==> config.mk <==
export PLATFORM = sky130hd
export DESIGN_NAME = bus_grant_mux
export DESIGN_NICKNAME = d
export VERILOG_FILES = /design/src/rtl/bus_grant_mux_pkg.sv /design/src/rtl/bus_grant_mux_timeout.sv /design/src/rtl/bus_grant_mux.sv
export SDC_FILE = /design/constraint.sdc
export NUM_CORES = 1
export LEC_CHECK = 0
export BUFFER_PORTS_ARGS = -buffer_cell sky130_fd_sc_hd__buf_4
export CAP_MARGIN = 40
export CORE_AREA = 2 2 223 225
export DETAILED_ROUTE_END_ITERATION = 8
export DIE_AREA = 0 0 225 227
export HOLD_SLACK_MARGIN = 0.15
export PLACE_DENSITY = 0.43
export SLEW_MARGIN = 15
export SYNTH_ARGS = -nofsm -noshare
export SYNTH_HDL_FRONTEND = slang
export SYNTH_SLANG_ARGS = --single-unit
==> constraint.sdc <==
create_clock -name clk -period 3.3 [get_ports clk]
set_clock_uncertainty 0.05 [all_clocks]
set_input_delay 0.33 -clock clk [delete_from_list [all_inputs] [get_ports clk]]
set_output_delay 0.33 -clock clk [all_outputs]
set_load 0.03 [all_outputs]
==> src/rtl/bus_grant_mux_pkg.sv <==
// Shared types and sizing helpers for the bus grant mux and its arbiter.
package bus_grant_mux_pkg;

   typedef enum logic [1:0] {
      IDLE = 2'd0,
      OWN  = 2'd1,
      XFER = 2'd2,
      ACKD = 2'd3
   } bgm_state_e;

   // Owner index width; shared with the round-robin arbiter.
   function automatic int sel_width(input int n);
      return (n > 1) ? $clog2(n) : 1;
   endfunction

   // Watchdog counter width; a disabled watchdog still gets one bit.
   function automatic int tmo_width(input int t);
      return (t > 0) ? $clog2(t + 1) : 1;
   endfunction

endpackage

==> src/rtl/bus_grant_mux_timeout.sv <==
// Saturating cycle counter for the transfer watchdog; term flags the last
// allowed cycle so the caller can register its own timeout pulse.
module bus_timeout_counter
   import bus_grant_mux_pkg::*;
#(
   parameter int TIMEOUT = 255
) (
   input  logic clk,
   input  logic rst,
   input  logic clr,
   input  logic en,
   output logic term
);

   localparam int CW = tmo_width(TIMEOUT);
   localparam logic [CW-1:0] LAST = CW'((TIMEOUT > 0) ? TIMEOUT - 1 : 0);

   logic [CW-1:0] cnt_q, cnt_d;

   always_comb begin
      cnt_d = cnt_q;
      if (clr)
         cnt_d = '0;
      else if (en && (cnt_q != '1))
         cnt_d = cnt_q + CW'(1);
   end

   always_ff @(posedge clk) begin
      if (rst) cnt_q <= '0;
      else     cnt_q <= cnt_d;
   end

   assign term = (TIMEOUT != 0) && en && !clr && (cnt_q == LAST);

endmodule

==> src/rtl/bus_grant_mux.sv <==
// Latches the arbiter's winner as bus owner for its tenure and routes that
// master's classic transfers onto one shared slave port, with a watchdog.
module bus_grant_mux
   import bus_grant_mux_pkg::*;
#(
   parameter int NUM_PORTS  = 6,
   parameter int SEL_WIDTH  = sel_width(NUM_PORTS),
   parameter int ADDR_WIDTH = 32,
   parameter int DATA_WIDTH = 32,
   parameter int TIMEOUT    = 255
) (
   input  logic                             clk,
   input  logic                             rst,
   input  logic [NUM_PORTS-1:0]             arb_grant,
   input  logic [SEL_WIDTH-1:0]             arb_select,
   input  logic                             arb_active,
   input  logic [NUM_PORTS-1:0]             m_cyc,
   input  logic [NUM_PORTS-1:0]             m_stb,
   input  logic [NUM_PORTS-1:0]             m_we,
   input  logic [NUM_PORTS*ADDR_WIDTH-1:0]  m_adr,
   input  logic [NUM_PORTS*DATA_WIDTH-1:0]  m_dat_w,
   output logic [NUM_PORTS-1:0]             m_ack,
   output logic [NUM_PORTS-1:0]             m_err,
   output logic [DATA_WIDTH-1:0]            m_dat_r,
   output logic                             s_cyc,
   output logic                             s_stb,
   output logic                             s_we,
   output logic [ADDR_WIDTH-1:0]            s_adr,
   output logic [DATA_WIDTH-1:0]            s_dat_w,
   input  logic                             s_ack,
   input  logic                             s_err,
   input  logic [DATA_WIDTH-1:0]            s_dat_r,
   output logic [SEL_WIDTH-1:0]             owner,
   output logic                             busy,
   output logic                             timeout_evt
);

   bgm_state_e                state_q, state_d;
   logic [SEL_WIDTH-1:0]      owner_q, owner_d;
   logic                      s_cyc_q, s_cyc_d, s_stb_q, s_stb_d, s_we_q, s_we_d;
   logic [ADDR_WIDTH-1:0]     s_adr_q, s_adr_d;
   logic [DATA_WIDTH-1:0]     s_dat_w_q, s_dat_w_d, m_dat_r_q, m_dat_r_d;
   logic [NUM_PORTS-1:0]      m_ack_q, m_ack_d, m_err_q, m_err_d;
   logic                      busy_q, busy_d, tmo_evt_q, tmo_evt_d;
   logic                      cnt_clr, cnt_en, tmo_term;

   // A malformed or inconsistent grant is never taken as ownership.
   logic grant_ok;
   assign grant_ok = arb_active && $onehot(arb_grant) &&
                     (int'(arb_select) < NUM_PORTS) && arb_grant[arb_select];

   logic                  own_cyc, own_stb, own_we;
   logic [ADDR_WIDTH-1:0] own_adr;
   logic [DATA_WIDTH-1:0] own_dat;
   logic [NUM_PORTS-1:0]  own_oh;
   assign own_cyc = m_cyc[owner_q];
   assign own_stb = m_stb[owner_q];
   assign own_we  = m_we[owner_q];
   assign own_adr = m_adr[owner_q*ADDR_WIDTH +: ADDR_WIDTH];
   assign own_dat = m_dat_w[owner_q*DATA_WIDTH +: DATA_WIDTH];
   assign own_oh  = NUM_PORTS'(1) << owner_q;

   bus_timeout_counter #(.TIMEOUT(TIMEOUT)) u_tmo (
      .clk  (clk),
      .rst  (rst),
      .clr  (cnt_clr),
      .en   (cnt_en),
      .term (tmo_term)
   );

   always_comb begin
      state_d   = state_q;
      owner_d   = owner_q;
      s_cyc_d   = s_cyc_q;
      s_stb_d   = s_stb_q;
      s_we_d    = s_we_q;
      s_adr_d   = s_adr_q;
      s_dat_w_d = s_dat_w_q;
      m_dat_r_d = m_dat_r_q;
      m_ack_d   = '0;
      m_err_d   = '0;
      tmo_evt_d = 1'b0;
      cnt_clr   = 1'b0;
      cnt_en    = 1'b0;
      case (state_q)
         IDLE: if (grant_ok) begin
            owner_d = arb_select;
            s_cyc_d = 1'b1;
            state_d = OWN;
         end
         // Tenure end outranks a fresh strobe.
         OWN: if (!own_cyc) begin
            s_cyc_d = 1'b0;
            owner_d = '0;
            state_d = IDLE;
         end else if (own_stb) begin
            s_we_d    = own_we;
            s_adr_d   = own_adr;
            s_dat_w_d = own_dat;
            s_stb_d   = 1'b1;
            cnt_clr   = 1'b1;
            state_d   = XFER;
         end
         XFER: begin
            cnt_en = 1'b1;
            if (s_err) begin
               m_err_d = own_oh;
               s_stb_d = 1'b0;
               state_d = ACKD;
            end else if (s_ack) begin
               m_ack_d   = own_oh;
               m_dat_r_d = s_dat_r;
               s_stb_d   = 1'b0;
               state_d   = ACKD;
            end else if (tmo_term) begin
               m_err_d   = own_oh;
               tmo_evt_d = 1'b1;
               s_stb_d   = 1'b0;
               state_d   = ACKD;
            end
         end
         // One dead cycle so the master can react to the registered ack.
         ACKD:    state_d = OWN;
         default: state_d = IDLE;
      endcase
      busy_d = (state_d != IDLE);
   end

   always_ff @(posedge clk) begin
      if (rst) begin
         state_q   <= IDLE;
         owner_q   <= '0;
         s_cyc_q   <= 1'b0;
         s_stb_q   <= 1'b0;
         s_we_q    <= 1'b0;
         s_adr_q   <= '0;
         s_dat_w_q <= '0;
         m_dat_r_q <= '0;
         m_ack_q   <= '0;
         m_err_q   <= '0;
         busy_q    <= 1'b0;
         tmo_evt_q <= 1'b0;
      end else begin
         state_q   <= state_d;
         owner_q   <= owner_d;
         s_cyc_q   <= s_cyc_d;
         s_stb_q   <= s_stb_d;
         s_we_q    <= s_we_d;
         s_adr_q   <= s_adr_d;
         s_dat_w_q <= s_dat_w_d;
         m_dat_r_q <= m_dat_r_d;
         m_ack_q   <= m_ack_d;
         m_err_q   <= m_err_d;
         busy_q    <= busy_d;
         tmo_evt_q <= tmo_evt_d;
      end
   end

   assign owner       = owner_q;
   assign s_cyc       = s_cyc_q;
   assign s_stb       = s_stb_q;
   assign s_we        = s_we_q;
   assign s_adr       = s_adr_q;
   assign s_dat_w     = s_dat_w_q;
   assign m_dat_r     = m_dat_r_q;
   assign m_ack       = m_ack_q;
   assign m_err       = m_err_q;
   assign busy        = busy_q;
   assign timeout_evt = tmo_evt_q;

endmodule

==> results.yml <==
synth:
  synth_fa_ha_area_share_pct: 1.23
  synth_mux_area_share_pct: 25.9
  synth_area_leaders: "dfxtp_1 (32%), mux2i_1 (25%), a21oi_1 (6.8%)"
  synth-simple-area-share_pct: 20.4
  synth-edff-count: 0
  synth_xor_area_share_pct: 0.660
  syn-num-nets: 1420
  yosysUniqueCellTypes: 41
  ys_dominant_reg_cell: "dfxtp_1"
  synth_top_family_by_area: "multiplexers"
  synth_compound_area_share_pct: 13.6
  avgSynthCellArea_um2: 8.25
  synthArstFlopShare_pct: 0
  synth-seq-cells: 126
  ys_seq_area_share_pct: 31.7
  syn_inst: 966
  syn_area_um2: 7970
  synth.top_cell.area_share_pct: 31.7
  synth-warning-count: 0
  yosysTopAreaCell: "dfxtp_1"
critical_path:
  cp.arrival_ns: 3.04
  crit_fanout: 2
  worst-setup-path-type: "input port to register"
  required_ns: 3.62
  crit_path_end_kind: "register"
  r2r_slack_ns: 0.72
  worstSetupStartpointType: "input port"
clock_tree:
  cts_tree: "built"
  cts-root-buf: "clkbuf_16"
  cts_buffers: 17
  cts_sinks: 126
  path_clk_slew_ns: 0.07
  clockBufferDepth: 2
  insertion_delay_ns: 0.44
  htree_levels: 4
global_route:
  met3_usage_pct: 4.01
  grt_max_degree: 94
  grtUsageTotal_pct: 16.3
  antenna_found_initial: 8
  grt-busiest-layer: "met2"
  grt_pass1_wl_um: 61500
  grt_pass1_vias: 9806
  grt.met2_usage_pct: 29.7
  grt_overflow: 0
  met1_usage_pct: 18.6
power_and_ir_drop:
  p_leak_uw: 0.00533
  seqPwrFrac_pct: 35.2
  powerDensity_nw_per_um2: 321
  irDropWorstVdd_mv: 0.343
  p_sw_uw: 1320
  clockPowerShare_pct: 41.5
  swShare_pct: 30.0
  intPower_uw: 3080
  p_comb_share_pct: 23.3
timing:
  max-slew-margin-rel_pct: 43.9
  rsz0062_at_grt: "false"
  maxClockFrequency_ghz: 0.368
  tightestPinTransition_ns: 0.842
  hold_viol_final: 0
  tns_ns: 0
  min_period_over_period_pct: 82.4
  final_max_slew_viol_count: 0
  fin_crit_ns: 2.72
  setup_viol: 0
finish:
  syn_to_final_growth_pct: 72.2
  design_area_um2: 13700
  final_net_count: 1961
  layout-drive-gt1-share_pct: 42.4
  final_common_cell: "buf_4"
  final_cell_mix: "buf_4 (578), mux2i_1 (197), dfxtp_1 (124), a21oi_1 (108), nor2_1 (79)"
  final_core_util_pct: 28.3
outcome:
  outcome: "finished clean"
floorplanning:
  die_x_um: 225
  rows: 81
  start_util_pct: 16.4
  pin_count: 564
  die_area_um2: 51100
  core_area_um2: 48500
  dieHeight_um: 227
routing:
  firstDrtPassIters: 4
  first_iter_violations: 329
  routed_via_density: 4.37
  wl_um: 43400
  vias: 9381
  ant_nets: 0
  detail_route.wl_per_cell_um: 20.2
  drc: 0
placement:
  placed_cell_area_um2: 12800
  hpwl_um: 34700
  routabilityCongestion: 0.847
  port_buffers: 563
run:
  maxCapViolations: 0
hold_path:
  hold_path_class: "input port to register"
==> state kept, by name, summed over array words and instances (netlist names) <==
name         cells
s_stb            1
s_cyc            1
s_adr           32
m_err            6
owner            3
u_tmo.cnt_q      8
timeout_evt      1
s_we             1
m_ack            6
state_q          2
s_dat_w         32
m_dat_r         32
busy             1
==> path summary, 6_finish.rpt <==
kind	depth (start not counted)	start	end
worst max-delay path	10	arb_grant[0]	owner[1]$_SDFFE_PP0P_
worst min-delay path	2	rst	m_dat_r[23]$_SDFFE_PP0P_
worst max register to register	6	owner[2]$_SDFFE_PP0P_	s_dat_w[21]$_SDFFE_PP0P_
worst min register to register	2	m_dat_r[5]$_SDFFE_PP0P_	m_dat_r[5]$_SDFFE_PP0P_
==> synth_stat cells (4+ instances only) <==
library cell	count
a21oi_1	108
buf_1	5
buf_2	17
buf_6	12
clkbuf_1	64
dfxtp_1	126
inv_1	13
mux2i_1	197
nand2_1	74
nand2b_1	6
nand3_1	5
nor2_1	79
nor2b_1	4
nor3_1	75
nor4_1	56
nor4_2	10
o21ai_0	8
o22ai_1	66
or2_2	5
==> per-layer routing <==
metal,part of all wire (%),vias up
li1,-,4626
met1,41,4373
met2,52,355
met3,6.0,27
met4,1.8,0
met5,0,-
==> stage by stage <==
stage | cells | worst slack (ns) | hold slack, ns | power [µW]
global route | 2148 | 0.460 | 0.176 | 4610
global placement | 2070 | 0.166 | 0.393 | 2570
floorplan | 966 | 0.0712 | 0.416 | 1990
CTS | 2142 | 0.581 | 0.152 | 4490
detailed placement | 2075 | 0.0995 | 0.398 | 2590
finish | 2148 | 0.580 | 0.187 | 4400
==> cell families after synthesis <==
kind of cell | Yosys count
and+or+nand+nor | 324
AOI/OAI and AO/OA | 191
xor gates and xnor gates | 6
buffers and inverters | 111
DFF | 126
adders and majority gates | 6
muxes | 202
==> layout make-up <==
cell class                      instances  area (µm²)
Multi-Input combinational cell        729        4950
Fill cell                            5279       34800
Antenna cell                            6        15.0
Tap cell                              622         778
Clock inverter                         14         123
Timing Repair Buffer                  620        4850
Sequential cell                       126        2530
Inverter                               13        48.8
Clock buffer                           18         429
==> timing repair <==
action                    in CTS  in global routing
gates resized for setup        0                  0
hold buffers                  35                  0
setup buffers                  0                  0
hold endpoints to repair      34                  0
==> power groups by stage <==
stage | Clock (µW) | Combinational, µW | Sequential [µW]
2_1_floorplan | 0 | 391 | 1600
3_3_place_gp | 0 | 983 | 1580
3_5_place_dp | 0 | 1000 | 1580
4_1_cts | 1900 | 1040 | 1550
5_1_grt | 1950 | 1110 | 1550
6_report | 1830 | 1020 | 1550
==> critical path, stage by stage <==
cell and delay, ns:
buf_4 0.08, inv_1 0.05, fa_1 0.51, fa_1 0.50, inv_1 0.04, ha_1 0.19
fa_1 0.48, nor4_1 0.39, mux2_2 0.38, nor2_1 0.09
No activity file was read; power rests on OpenSTA's default activity.
